**src/rtl/ucsbece154b_issue_scheduler.sv**
```systemverilog
// Dual-issue instruction buffer and pair scheduler.
// Fetch pushes up to two instructions per cycle into a circular queue.
// Each cycle the oldest entry goes to slot 1. The next entry goes to slot 2
// only when the pair has no RAW/WAW hazard, no control-flow instruction,
// at most one memory operation, and only known opcodes.
module ucsbece154b_issue_scheduler #(
    parameter int DEPTH = 4,
    parameter int PTRW  = 2
) (
    input  logic              clk,
    input  logic              reset,
    input  logic              flush_i,
    input  logic              stall_i,
    input  logic              f0_valid_i,
    input  logic [31:0]       f0_instr_i,
    input  logic [31:0]       f0_pc_i,
    input  logic              f1_valid_i,
    input  logic [31:0]       f1_instr_i,
    input  logic [31:0]       f1_pc_i,
    output logic              fetch_ready_o,
    output logic              i0_valid_o,
    output logic [31:0]       i0_instr_o,
    output logic [31:0]       i0_pc_o,
    output logic              i1_valid_o,
    output logic [31:0]       i1_instr_o,
    output logic [31:0]       i1_pc_o,
    output logic [PTRW:0]     count_o,
    output logic [31:0]       dual_cnt_o,
    output logic [31:0]       single_cnt_o
);

    localparam logic [6:0] OP_LW    = 7'b0000011;
    localparam logic [6:0] OP_SW    = 7'b0100011;
    localparam logic [6:0] OP_R     = 7'b0110011;
    localparam logic [6:0] OP_IALU  = 7'b0010011;
    localparam logic [6:0] OP_BR    = 7'b1100011;
    localparam logic [6:0] OP_JAL   = 7'b1101111;
    localparam logic [6:0] OP_JALR  = 7'b1100111;
    localparam logic [6:0] OP_LUI   = 7'b0110111;
    localparam logic [PTRW:0] READY_LIMIT = (PTRW+1)'(DEPTH - 2);
    localparam logic [PTRW:0] TWO         = (PTRW+1)'(2);

    function automatic logic known_op(input logic [6:0] op);
        return op inside {OP_LW, OP_SW, OP_R, OP_IALU, OP_BR, OP_JAL, OP_JALR, OP_LUI};
    endfunction

    function automatic logic writes_rd(input logic [6:0] op);
        return op inside {OP_LW, OP_R, OP_IALU, OP_JAL, OP_LUI, OP_JALR};
    endfunction

    function automatic logic uses_rs1(input logic [6:0] op);
        return op inside {OP_R, OP_BR, OP_SW, OP_LW, OP_IALU, OP_JALR};
    endfunction

    function automatic logic uses_rs2(input logic [6:0] op);
        return op inside {OP_R, OP_BR, OP_SW};
    endfunction

    logic [31:0]     instr_mem [DEPTH];
    logic [31:0]     pc_mem    [DEPTH];
    logic [PTRW-1:0] head, tail, head_p1, tail_p1;
    logic [PTRW:0]   count;
    logic [31:0]     dual_cnt, single_cnt;
    logic            push0, push1, pair_ok;
    logic [1:0]      pushed, popped;
    logic [6:0]      op0, op1;
    logic [4:0]      rd0, rd1, rs1_1, rs2_1;

    assign head_p1 = head + 1'b1;
    assign tail_p1 = tail + 1'b1;

    // Ready depends on registered occupancy only, so fetch never sees a path from stall/issue.
    assign fetch_ready_o = (count <= READY_LIMIT);
    assign push0  = fetch_ready_o & f0_valid_i;
    assign push1  = push0 & f1_valid_i;
    assign pushed = {1'b0, push0} + {1'b0, push1};

    assign i0_instr_o = instr_mem[head];
    assign i0_pc_o    = pc_mem[head];
    assign i1_instr_o = instr_mem[head_p1];
    assign i1_pc_o    = pc_mem[head_p1];

    assign op0   = i0_instr_o[6:0];
    assign rd0   = i0_instr_o[11:7];
    assign op1   = i1_instr_o[6:0];
    assign rd1   = i1_instr_o[11:7];
    assign rs1_1 = i1_instr_o[19:15];
    assign rs2_1 = i1_instr_o[24:20];

    // Pairing rules; a WAR between the two slots is harmless because both read in order.
    always_comb begin
        logic raw, waw, ctrl, mem2, bad;
        raw  = writes_rd(op0) && (rd0 != 5'd0) &&
               ((uses_rs1(op1) && (rs1_1 == rd0)) || (uses_rs2(op1) && (rs2_1 == rd0)));
        waw  = writes_rd(op0) && writes_rd(op1) && (rd0 == rd1) && (rd0 != 5'd0);
        ctrl = (op0 inside {OP_BR, OP_JAL, OP_JALR}) || (op1 inside {OP_BR, OP_JAL, OP_JALR});
        mem2 = (op0 inside {OP_LW, OP_SW}) && (op1 inside {OP_LW, OP_SW});
        bad  = !known_op(op0) || !known_op(op1);
        pair_ok = !(raw || waw || ctrl || mem2 || bad);
    end

    assign i0_valid_o = (count != '0) && !flush_i;
    assign i1_valid_o = (count >= TWO) && pair_ok && !flush_i;
    assign popped     = stall_i ? 2'd0 : ({1'b0, i0_valid_o} + {1'b0, i1_valid_o});

    // Entry storage is data only and is deliberately left out of reset.
    always_ff @(posedge clk) begin
        if (!flush_i && push0) begin
            instr_mem[tail] <= f0_instr_i;
            pc_mem[tail]    <= f0_pc_i;
        end
        if (!flush_i && push1) begin
            instr_mem[tail_p1] <= f1_instr_i;
            pc_mem[tail_p1]    <= f1_pc_i;
        end
    end

    // Pointer and occupancy update; flush wins over any push or pop in the same cycle.
    always_ff @(posedge clk or negedge reset) begin
        if (!reset) begin
            head  <= '0;
            tail  <= '0;
            count <= '0;
        end else if (flush_i) begin
            head  <= '0;
            tail  <= '0;
            count <= '0;
        end else begin
            head  <= head + PTRW'(popped);
            tail  <= tail + PTRW'(pushed);
            count <= count + (PTRW+1)'(pushed) - (PTRW+1)'(popped);
        end
    end

    // Saturating issue-width counters; flush does not clear them.
    always_ff @(posedge clk or negedge reset) begin
        if (!reset) begin
            dual_cnt   <= '0;
            single_cnt <= '0;
        end else begin
            if (popped == 2'd2 && dual_cnt != 32'hFFFF_FFFF)
                dual_cnt <= dual_cnt + 32'd1;
            if (popped == 2'd1 && single_cnt != 32'hFFFF_FFFF)
                single_cnt <= single_cnt + 32'd1;
        end
    end

    assign count_o      = count;
    assign dual_cnt_o   = dual_cnt;
    assign single_cnt_o = single_cnt;

endmodule

```
**config.mk**
```make
export PLATFORM = sky130hd
export DESIGN_NAME = ucsbece154b_issue_scheduler
export DESIGN_NICKNAME = d
export VERILOG_FILES = /design/src/rtl/ucsbece154b_issue_scheduler.sv
export SDC_FILE = /design/constraint.sdc
export NUM_CORES = 1
export LEC_CHECK = 0
export ABC_AREA = 1
export BUFFER_PORTS_ARGS = -buffer_cell sky130_fd_sc_hd__buf_4
export CAP_MARGIN = 30
export CORE_ASPECT_RATIO = 2
export CORE_MARGIN = 3
export CORE_UTILIZATION = 53
export CTS_BUF_LIST = sky130_fd_sc_hd__clkbuf_4
export DETAILED_ROUTE_END_ITERATION = 6
export GPL_ROUTABILITY_DRIVEN = 0
export PLACE_DENSITY = 0.79
export SLEW_MARGIN = 30
export SYNTH_ARGS = -nofsm -noshare
export SYNTH_HDL_FRONTEND = slang
export SYNTH_SLANG_ARGS = --single-unit
```
**constraint.sdc**
```tcl
create_clock -name clk -period 3.42 [get_ports clk]
set_input_delay 1.026 -clock clk [delete_from_list [all_inputs] [get_ports clk]]
set_output_delay 1.026 -clock clk [all_outputs]
set_load 0.01 [all_outputs]
```
# [After elaboration in Yosys (flattened, before gate mapping)]
# Memories as Yosys holds them, arrays and structs flattened.
# Cells that the tools add are included.
[word_totals] mem_count=2 output_inout_bits=198 mem_bits_rw=256 inputBits=134 wordCells=90 reg_bits=71
[memory_table] memory="instr_mem" depth=4 word_bits=32 read_ports=2 rd_clocked_by_memory_dff=0 write_ports=2 line_no="59" source="logic [31:0] instr_mem [DEPTH];"
[memory_table] memory="pc_mem" depth=4 word_bits=32 read_ports=2 rd_clocked_by_memory_dff=0 write_ports=2 line_no="60" source="logic [31:0] pc_mem [DEPTH];"
[op_classes] addsub=10 n_reduce_logical=38 mux=8 bitwise=2 order_cmp=2 n_eq_ne=23
[ops] operator="adder 32 x 1 -> 32 bit (second input constant)" n=2
[ops] operator="inequality test 32 bit (second input constant)" n=2
[ops] operator="equality test 7 x 6 -> 1 bit (second input constant)" n=6
[ops] operator="equality test 7 bit (second input constant)" n=6
[ops] operator="nonzero test 6 bit" n=3
[ops] operator="nonzero test 8 bit" n=2
[ops] operator="equality test 5 bit" n=3
[ops] operator="logical AND 1 bit" n=15
[ops] operator="equality test 7 x 2 -> 1 bit (second input constant)" n=2
[ops] operator="equality test 7 x 5 -> 1 bit (second input constant)" n=2
[ops] operator="nonzero test 3 bit" n=4
[ops] operator="logical OR 1 bit" n=7
[ops] operator="two-way mux 2 bit" n=3
[ops] operator="nonzero test 5 bit" n=1
[ops] operator="adder 1 x 1 -> 2 bit" n=2
[ops] operator="adder 2 x 1 -> 2 bit (second input constant)" n=2
[ops] operator="adder 2 bit" n=2
[ops] operator="logical NOT 1 bit" n=4
[ops] operator="two-way mux 1 bit" n=4
[ops] operator="nonzero test 2 bit" n=2
[ops] operator="adder 3 x 2 -> 3 bit" n=1
[ops] operator="greater-or-equal comparator 3 x 2 -> 1 bit (second input constant)" n=1
[ops] operator="<= comparator 3 x 2 -> 1 bit (second input constant)" n=1
[ops] operator="two-way mux 3 bit" n=1
[ops] operator="other kinds (4)" n=5

# [Depth between registers and ports, before layout]
# An unclocked memory read counts as a cell.
[depth] ltp_word=18 depth_mapped=27 mapped_depth_nobuf=26

# [Worst setup path after synthesis]
# OpenSTA, ideal clock, no wires.
[synth_path] path_kind="in2reg" start="input flush_i" end="memory instr_mem[0][0], enable pin" arrival_time_ns=2.822 setup_slack_ns=-0.090 cell_stages=5 setup_ns=0.689 path_buffers=2 required_time_ns=2.731 cell_sequence="clkbuf_1 > nor2_1 > nand3_1 > clkbuf_1 > nand2_1"
[synth_rtl] element="start: declaration" line_no="12" source="input logic flush_i,"
[synth_rtl] element="end: declaration" line_no="59"

# [Worst setup path after layout]
[layout_path] start="register head[0]" end="output i1_valid_o"
[layout_between] elab_chain_len=14 word_cells_on_any_way=52 classes_between="1 x add/sub; 19 x eq/ne; 31 x reduce/logical; 1 x memory"
[layout_lines] element="start: declaration" line_no="61" source="logic [PTRW-1:0] head, tail, head_p1, tail_p1;"
[layout_lines] element="start signal: assignment" line_no="129" source="head <= head + PTRW'(popped);"
[layout_lines] element="adder 2 x 1 -> 2 bit" line_no="69" source="assign head_p1 = head + 1'b1;"
[layout_lines] element="memory (4 x 32 bit) (*)"
[layout_lines] element="equality test 7 x 6 -> 1 bit (tied with other cells)"
[layout_lines] element="nonzero test 6 bit (tied with other cells)" line_no="52" source="return op inside {OP_R, OP_BR, OP_SW, OP_LW, OP_IALU, OP_JALR};"
[layout_lines] element="logical AND 1 bit (on tied branches)" line_no="94, 95"
[layout_lines] element="logical OR 1 bit or logical AND 1 bit (tied branches)" line_no="94, 95"
[layout_lines] element="logical AND 1 bit (on tied branches)" line_no="93, 95"
[layout_lines] element="logical OR 1 bit (3 in series)" line_no="99" source="pair_ok = !(raw || waw || ctrl || mem2 || bad);"
[layout_lines] element="logical OR 1 bit (*)" line_no="99"
[layout_lines] element="logical NOT 1 bit (*)" line_no="99"
[layout_lines] element="logical AND 1 bit (*) (2 in series)" line_no="103" source="assign i1_valid_o = (count >= TWO) && pair_ok && !flush_i;"
[layout_lines] element="end: declaration" line_no="24" source="output logic i1_valid_o,"
# Every way passes the cells marked *; elsewhere a longest branch is shown, timed or not.

==> impl_results.md <==
- Fmax: 247 MHz
- RSZ-0062 raised after global routing: true
- Synth top area cells: edfxtp_1 42%, nand2_1 13%, o21ai_0 11%, dfrtp_1 9.7%, nor2_1 4.7%
- Fill cells: 2244
- Crit path from: head[0]
- Critical Path Sink Type: output pin
- Synthesized instance count: 2212
- Top-count cell post-synth: nand2_1
- Number of port buffers: 331
- Final Max Slew Viols: 0
- Seq/Total Area, Yosys: 0.518
- Num ports: 332
- Layout cells sized above 1: 0.331
- Logic gate share of total power: 0.451
- Ys async rst share: 0.217
- Status: complete, but fails checks
- Worst hold path class: in2async
- Minimum clock period: 4.05 ns
- WP data arrival: 3.03 ns
- Vias/cell: 6.02
- H-tree depth: 3
- Grt total ovfl: 0
- CTS tree: yes
- Endpoints failing setup: 177
- CTS Hold Buffers Added: 0
- Commonest cells post-synth: 619 x nand2_1, 391 x o21ai_0, 256 x edfxtp_1
- DRC Markers: 3
- YS warnings: 0
- Net Switching: 5.51 mW
- Starting density of the core: 0.541
- VDD IR max: 0.000359 V
- Hold Vio Cnt, Final: 0
- Iter 0 DRT Violations: 1699
- Design Power: ~15 mW
- Post-synth top area cell: edfxtp_1
- Initial antenna violation count: 7
- Flops & latches, synth: 327
- Failing checks: DRC, setup timing
- Antenna-violating nets left: 0
- Tightest Pin Transition: between 0.9 and 1 ns
- Startpoint types: register
- R2R cell count: 25
- DP HPWL: 42.1 mm
- Clock network power share: 0.216
- Clk_skew: around 0.063 ns
- Top FF cell, synth: edfxtp_1
- Flop pwr share: 0.333
- Reg2reg setup slack: -0.53 ns
- Max clock buf depth: 3
- Clock transition at path regs: 0.09 ns
- Number of flops mapped to enable cells by yosys: ~260
- WS Path Type: reg2out
- Clk sinks: 327
- Nets: 2832
- Via count: slightly below 20000
- Root Driver: clkbuf_4
- Site Rows: 95
- Worst r2r src: head[0]
- First-pass GRT wire length: between 90 and 100 mm
- Total wire length: 70.2 mm
- Hold slack: roughly 0.28 ns
- Mapped Area: roughly 18000 sq um
- Crit path max fanout: 8
- R2r endpoint: single_cnt_o[22]
- Syn-to-layout area delta: 40.1%
- CP required: 2.39 ns
- Leakage: 11.5 nW
- Sw frac: 0.375
- Unique masters post-synth: 32
- Chip Width: 137 microns
- Relative slew slack: 0.395
- P_int: 9.17 mW
- Setup TNS: -34.94 ns
- Cts bufs inserted: 74
- Yosys top cell area share: 0.421
- Pwr Density: 574 nW/um^2
- Post-Synthesis Net Count: 2355
- GRT Overall Usage: 0.341
- CP endpoint: i1_valid_o
- Die footprint: 36900 sq um
- Largest net degree at the start of global routing: 129
- Die Height: 269 microns
- Post-synthesis area per instance: 8.26 sq um
- Clk_lat worst skew: 0.80 ns
- Tcrit/Tclk final: 1.19
- Number of global-route vias before repair: 18785
- Average wire per standard cell: between 20 and 25 microns
- Core Box Area: 33800 sq um
- Maxcap violations: 0
- TritonRoute pass-1 iters: 7
- Worst Slack Setup Final: -0.633 ns
-- placed cells by master, fill, tap and decap left out, types with 16 or more instances in the layout --
cell type	instances
dfrtp_1	69
nand2_2	60
clkinv_1	17
nand4_1	18
inv_1	142
clkbuf_4	99
nand2_4	27
o21ai_0	350
o22ai_1	37
edfxtp_1	256
nand2_1	538
nand3_2	25
o21ai_2	16
xnor2_1	16
buf_12	31
buf_4	417
nand3_1	29
mux2i_1	31
nor2_1	180
nor2_4	26
nor2_2	23
o211ai_1	33
nor3_1	26
buf_6	56
inv_2	16
xor2_1	50
o21ai_1	27
-- through the flow --
stage | area [sq um] | worst slack (ns) | cells | utilization
after detailed placement | 22000 | -0.458 | 2977 | 0.653
after global placement | 22000 | -0.366 | 2977 | 0.653
after CTS | 23900 | -0.500 | 3141 | 0.709
after floorplan | 18300 | 0.00575 | 2212 | -
final | 25600 | -0.633 | 3194 | 0.758
after global routing | 25600 | -0.802 | 3194 | 0.758
-- kinds of logic after synthesis --
logic type	share of synthesized area
xor gates and xnor gates	0.0369
adders and majority gates	0.00698
buffers and inverters	0.0630
and+or+nand+nor	0.212
DFF	0.518
AOI/OAI and AO/OA	0.145
muxes	0.0175
-- timing repair --
| item | 4_1_cts | 5_1_grt |
|---|---|---|
| endpoints found under the setup margin | 160 | 175 |
| gates resized for setup | 172 | 299 |
| setup buffers | 24 | 32 |
| pin swaps | 60 | 107 |
| gates cloned | 7 | 17 |
-- sequential cells by signal, indices dropped and copies added (netlist names) --
signal        count
dual_cnt_o       32
count_o           3
single_cnt_o     32
pc_mem          128
instr_mem       128
tail              2
head              2
-- layer usage --
metal | up-vias | global-route usage | wire [microns]
met2 | 1425 | 0.604 | 36100
met3 | 422 | 0.0779 | 6810
met4 | 0 | 0.276 | 6410
met5 | - | 0 | 0
met1 | 8947 | 0.330 | 20900
li1 | 8436 | - | -
-- worst min-delay path by stage --
stage	from	end	slack, ns	cells past startpoint
after global placement	dual_cnt_o[26]	dual_cnt_o[26]	0.49	1
final	reset	single_cnt_o[14]	0.28	1
after detailed placement	dual_cnt_o[26]	dual_cnt_o[26]	0.50	1
after CTS	reset	single_cnt_o[14]	0.27	1
after global routing	reset	single_cnt_o[14]	0.27	1
after floorplan	dual_cnt_o[26]	dual_cnt_o[26]	0.52	1
-- power by group through the flow --
stage	Combinational [mW]	Sequential [mW]	Clock (mW)
3_5_place_dp	4.80	4.93	0
3_3_place_gp	4.68	4.91	0
5_1_grt	6.97	4.92	3.41
6_report	6.62	4.89	3.17
4_1_cts	5.42	4.86	3.17
2_1_floorplan	2.35	4.91	0
-- worst max-delay path, stage by stage, from the launching register on --
cell,delay (ns)
dfrtp_4,0.57
clkinv_8,0.14
buf_8,0.17
buf_12,0.15
nand2_1,0.09
nand3_2,0.11
nand2_4,0.15
nor2_1,0.08
nor2_1,0.17
nand3_1,0.11
nor2_2,0.15
nand2_2,0.08
nand3_4,0.08
a21oi_4,0.07
buf_6,0.12
-- final cells by class --
cell class	count	area (sq um)	area share
antenna	9	22.5	0.000880
clock buffer	99	743	0.0290
clock inverter	37	206	0.00807
inverter	159	629	0.0246
multi-input combinational	1595	8960	0.350
sequential	327	9470	0.370
tap	436	546	0.0213
timing repair buffer	532	5010	0.196
(Power assumes the default switching activity.)
